`src/rtl/fifo_sync.sv`:
```
// Single-clock synchronous FIFO: depth x width storage, registered read data,
// occupancy counter with empty/full decodes. Depth need not be a power of two.
module fifo_sync #(
   parameter int depth = 8,
   parameter int width = 8
) (
   input  logic                              clk,
   input  logic                              rst,
   input  logic                              rd_en,
   input  logic                              wr_en,
   input  logic [width-1:0]                  data_in,
   output logic [width-1:0]                  data_out,
   output logic                              empty,
   output logic                              full,
   output logic [$clog2(depth):0]            counter_status
);

   function automatic int clog2f(input int v);
      int r;
      r = 0;
      while ((1 << r) < v) r++;
      return r;
   endfunction

   localparam int AW = clog2f(depth);
   localparam logic [AW-1:0] LAST = AW'(depth - 1);
   localparam logic [AW:0]   FULL_CNT = (AW + 1)'(depth);

   logic [width-1:0] mem [depth];
   logic [AW-1:0]    wr_ptr, rd_ptr;
   logic [AW:0]      count;
   logic             do_wr, do_rd;

   // Both requests are qualified against the flags as they stood before the edge.
   assign do_wr = wr_en && !full;
   assign do_rd = rd_en && !empty;

   assign empty          = (count == '0);
   assign full           = (count == FULL_CNT);
   assign counter_status = count;

   always_ff @(posedge clk) begin
      if (do_wr) mem[wr_ptr] <= data_in;
   end

   always_ff @(posedge clk or posedge rst) begin
      if (rst) begin
         wr_ptr   <= '0;
         rd_ptr   <= '0;
         count    <= '0;
         data_out <= '0;
      end else begin
         if (do_wr) wr_ptr <= (wr_ptr == LAST) ? '0 : wr_ptr + 1'b1;
         if (do_rd) begin
            data_out <= mem[rd_ptr];
            rd_ptr   <= (rd_ptr == LAST) ? '0 : rd_ptr + 1'b1;
         end
         case ({do_wr, do_rd})
            2'b10:   count <= count + 1'b1;
            2'b01:   count <= count - 1'b1;
            default: count <= count;
         endcase
      end
   end

endmodule

```
`config.mk`:
```
export PLATFORM = sky130hd
export DESIGN_NAME = fifo_sync
export DESIGN_NICKNAME = d
export VERILOG_FILES = /design/src/rtl/fifo_sync.sv
export SDC_FILE = /design/constraint.sdc
export NUM_CORES = 1
export LEC_CHECK = 0
export CORE_AREA = 4 4 88 90
export DETAILED_ROUTE_END_ITERATION = 8
export DIE_AREA = 0 0 92 94
export PLACE_DENSITY = 0.69
export SLEW_MARGIN = 0
export SYNTH_ARGS = -nofsm -noshare
export SYNTH_HDL_FRONTEND = slang
export SYNTH_SLANG_ARGS = --single-unit
```
`constraint.sdc`:
```
create_clock -name clk -period 5.9 [get_ports clk]
set_input_delay 0.59 -clock clk [delete_from_list [all_inputs] [get_ports clk]]
set_output_delay 0.59 -clock clk [all_outputs]
set_load 0.01 [all_outputs]
```
-- Word-level counts from Yosys, hierarchy flattened
Memory sizes are Yosys's and may differ from the RTL's. A register that Yosys moved wholly into a read port is not among the register bits.
Index checks and enable logic that the tools add are counted.
- RAM bits: 64
- output and inout port bits: 14
- logic and storage cells: 24
- memories: 1
- register bits: 10
- memories (name ; depth ; bits a word ; read ports ; clocked after memory_dff ; write ports ; RTL line ; text):
    mem ; 8 ; 8 ; 1 ; 1 ; 1 ; 29 ; logic [width-1:0] mem [depth];
- add/sub/neg operators: 4
- mux-type cells: 5
- equal/unequal tests: 5
- reduce and logical (&&, ||, !) cells: 6
- operators with widths (kind ; number):
    4-bit case mux with 2 select lines ; 1
    3-bit by 1-bit adder with 3-bit output, second input constant ; 2
    3-bit == test, second input constant ; 2
    3-bit 2-to-1 mux ; 2
    4-bit by 1-bit adder with 4-bit output, second input constant ; 1
    4-bit == test, second input constant ; 1
    4-bit logical NOT ; 1
    4-bit by 1-bit subtractor with 4-bit output, second input constant ; 1
    2-bit by 1-bit == test with 1-bit output, second input constant ; 1
    2-bit == test, second input constant ; 1
    1-bit logical AND ; 2
    1-bit logical NOT ; 2
    1-bit 2-to-1 mux ; 2
    2-bit nonzero test ; 1

-- Depth between registers and ports, before layout
- word-level depth: 5
- mapped depth: 10

-- Worst setup path before layout
OpenSTA, ideal clock, no wires.
- kind: reg2reg
- from: register count[0], in the netlist counter_status[0]
- to: register count[3], in the netlist counter_status[3]
- cell stages (with the launch flop): 11
- setup time: 0.126 ns
- data arrival time: 2.496 ns
- path slack: 3.278 ns
- path buffers: 1
- cells stage by stage: dfrtp_1 > nor4_2 > nand2b_1 > buf_2 > inv_2 > ha_1 > ha_1 > a21o_1 > a2111oi_0 > nand4b_1 > nand3_1
- longest elaborated chain between the ends: 5
- elaborated cells on any way between the ends: 12
- RTL lines (what ; RTL line ; text):
    start, declared ; 31 ; logic [AW:0] count;
    start signal, assigned ; 59 ; 2'b10: count <= count + 1'b1;
    start signal, assigned ; 60 ; 2'b01: count <= count - 1'b1;
    start signal, assigned ; 61 ; default: count <= count;
    4-bit logical NOT (*) ; 38 ; assign empty = (count == '0);
    via empty ; 13 ; output logic empty,
    1-bit logical NOT (*) ; 36 ; assign do_rd = rd_en && !empty;
    1-bit logical AND (*) ; 36 ;
    via do_rd ; 32 ; logic do_wr, do_rd;
    2-bit by 1-bit == test with 1-bit output / 2-bit == test (equally long branches) ; 58 ; case ({do_wr, do_rd})
    4-bit case mux with 2 select lines / 2-bit nonzero test (equally long branches) ; n/a ;
Mark *: on every way through the listed nets, which the timed path passes. The rest lies on a longest branch.
A chain may end at the register's enable or synchronous reset.

-- Final worst setup path
- from: register count[0], in the netlist counter_status[0]
- to: register count[3], in the netlist counter_status[3]
- longest elaborated chain between the ends: 5
- elaborated cells on any way between the ends: 12
- RTL lines (what ; RTL line):
    4-bit logical NOT (*) ; 38
    1-bit logical NOT (*) ; 36
    1-bit logical AND (*) ; 36
    via do_rd ; 32
    2-bit by 1-bit == test with 1-bit output / 2-bit == test (equally long branches) ; 58
    4-bit case mux with 2 select lines / 2-bit nonzero test (equally long branches) ; n/a
Marked as above.

==> results.toml <==
[critical_path]
crit_top_cell = "ha_1"
crit_family = "simple AND/OR/NAND/NOR gates"
reg2reg_to = "counter_status[3]"
r2r_start = "counter_status[0]"
reg2reg_depth = 9
cp-end-kind = "flip-flop"
path_class = "flip-flop to flip-flop"
worstPathArrival_ns = 3.22
worst_path_max_delay_cell = "nand2b_1"
crit_path_start_kind = "flip-flop"
crit_end = "counter_status[3]"
cp_max_fo = 21
startpoint = "counter_status[0]"
crit_cells = 9
required_ns = 6.13
crit_buf_inv = 1
path_cells = "nor4_2, nand2b_1, inv_2, ha_1, ha_1, a21o_1, a2111oi_0, nand4b_1, nand3_1"
r2r_slack_ns = 2.92
critPathMaxStageDelay_ns = 0.64

[global_routing]
grt_max_degree = 36
grt_use_total = 0.147
grt_pass1_wl_um = 9250
antenna_found_initial = 0
grt_pass1_vias = 1799
overflow = 0

[power]
power_leakage_nw = 1.44
power.density_nw_per_um2 = 488
vdd_drop_max_v = 0.000182

[layout]
final_util = 0.563
area_growth_pct = 15.9
final_nets = 266
drive_gt1_frac = 0.120
nFillCells = 554
antenna_cells = 0
final_common_cell = "edfxtp_1"
final_cell_mix = "64 x edfxtp_1, 25 x clkdlybuf4s50_1, 18 x dfrtp_1"

[yosys]
synth_area_um2 = 3430
synth_top_flop_cell = "edfxtp_1"
syn_inst = 216
yosys_warnings = 0
ys_types = 37
synth-edff-count = 64
ys_ff_latch = 82
postSynthAreaPerCell_um2 = 15.9
syn-num-nets = 236
synth_async_sr_flop_share = 0.220
seq_area_frac_synth = 0.692

[routing]
first_iter_violations = 169
wl_per_cell_um = 16.9
avgViaCountPerCell = 5.15
drtAntennaViolNets = 0
wl_um = 5910
via_count = 1801
drc = 0
drt-pass1-iter-count = 4

[sta]
worstMarginPinSlew_ns = 0.899
slew_headroom = 0.399
final_max_slew_viol_count = 0
finalHoldViolCount = 0
clock.fmax_mhz = 335
setup_tns_ns = 0
rsz0062_at_grt = "no"
final.min_clock_period_ns = 2.98
min_period_over_period = 0.506
skew_ns = 0.00808
setup_viol = 0

[cts]
cts_resized = 0
path_clk_slew_ns = 0.08
clockBufferDepth = 2
post_cts.repair.setup_buffers = 0
hold_buffers = 0
root_buffer = "clkbuf_8"
cts.sinks = 82
clk-insertion-delay-late_ns = 0.35
cts_buffers = 9
cts_tree = "done"
ctsHtreeMaxLevel = 3

[floorplan]
die_x_um = 92
die_h_um = 94
io_pins = 26
fp.dieArea_um2 = 8650
core_um2 = 7060
num_rows = 31
initial_core_util = 0.486

[place]
place_congestion = 0.700
post-dp-hpwl_um = 3750
io_buffers = 25

[run_status]
outcome = "complete, no violations"

[flow_run]
cap_violations = 0

[hold_path]
min_path_type = "flip-flop to flip-flop"
-- final cells by class --
type / count / area [µm²] / share of cell area
clock buffers: 10 / 128 / 0.0321
clock inverters: 6 / 88.8 / 0.0223
inverters: 5 / 18.8 / 0.00472
multi-input cells: 119 / 963 / 0.242
flip-flops and latches: 82 / 2370 / 0.597
well taps: 99 / 124 / 0.0312
repair buffers: 29 / 280 / 0.0705
-- worst min path at each step --
stage / startpoint / endpoint / cells after the start
after floorplan: data_out[0] / data_out[0] / 2
after global placement: data_out[5] / data_out[5] / 2
after detailed placement: data_out[5] / data_out[5] / 2
after CTS: data_out[5] / data_out[5] / 2
after global routing: data_out[5] / data_out[5] / 2
final: data_out[5] / data_out[5] / 2
-- state kept, by name (all words and copies together) (netlist names) --
register / cells
mem: 64
data_out: 8
counter_status: 4
rd_ptr: 3
wr_ptr: 3
-- worst register-to-register path: cells and delay by family, from the launching register on --
kind | cells | cell delay [ns]
buffers and inverters | 1 | 0.05
AND/OR/NAND/NOR | 4 | 1.21
AO/OA/AOI/OAI | 2 | 0.60
adder cells (fa/ha/maj) | 2 | 0.55
flip-flops | 1 | 0.46
-- cell usage after synthesis, types with 2 or more instances --
cell type	instances	share of area
o21ai_1	9	0.013
clkbuf_1	2	0.0022
a221o_1	8	0.023
nand2_1	14	0.015
mux2i_1	17	0.050
buf_6	2	0.0066
o22ai_1	8	0.015
inv_1	4	0.0044
nor2_1	5	0.0055
mux2_2	6	0.020
nand2b_1	5	0.0091
buf_12	2	0.012
nand3_1	2	0.0029
ha_1	7	0.026
buf_2	2	0.0029
a21o_1	3	0.0066
edfxtp_1	64	0.56
mux2_1	13	0.043
nor3_1	8	0.012
dfrtp_1	18	0.13
-- power by group --
part / switching, mW / leakage [nW] / internal (mW)
Combinational: 0.348 / 0.538 / 0.314
Clock: 0.201 / 0.105 / 0.240
Sequential: 0.0809 / 0.796 / 0.756
Total: 0.630 / 1.44 / 1.31
-- stage by stage --
step	hold WS [ns]	power, mW	instance area [µm²]	setup WS [ns]	cells
after floorplan	0.522	1.31	3430	3.28	216
after global placement	0.464	1.51	3760	2.88	334
after detailed placement	0.466	1.52	3760	2.80	334
after CTS	0.485	1.96	3980	2.91	350
after global routing	0.513	2.05	3980	2.71	350
final	0.478	1.94	3980	2.92	350
-- kinds of logic (layout without fill, tap and decap cells) --
logic type	Yosys count	count (layout)	share of synthesized area
AND/OR/NAND/NOR	41	41	0.0606
buffers and inverters	15	50	0.0321
adder cells (fa/ha/maj)	8	8	0.0314
AO/OA/AOI/OAI	32	32	0.0671
multiplexers	36	36	0.112
flip-flops	82	82	0.692
XOR/XNOR	2	2	0.00511
-- per-layer routing --
layer	GRT usage	wire length (µm)	share of wire
met1	0.186	2660	0.45
met2	0.243	2910	0.49
met3	0.0321	256	0.043
met4	0.0705	89	0.015
met5	0	0	0
No activity file was read; power rests on OpenSTA's default activity.
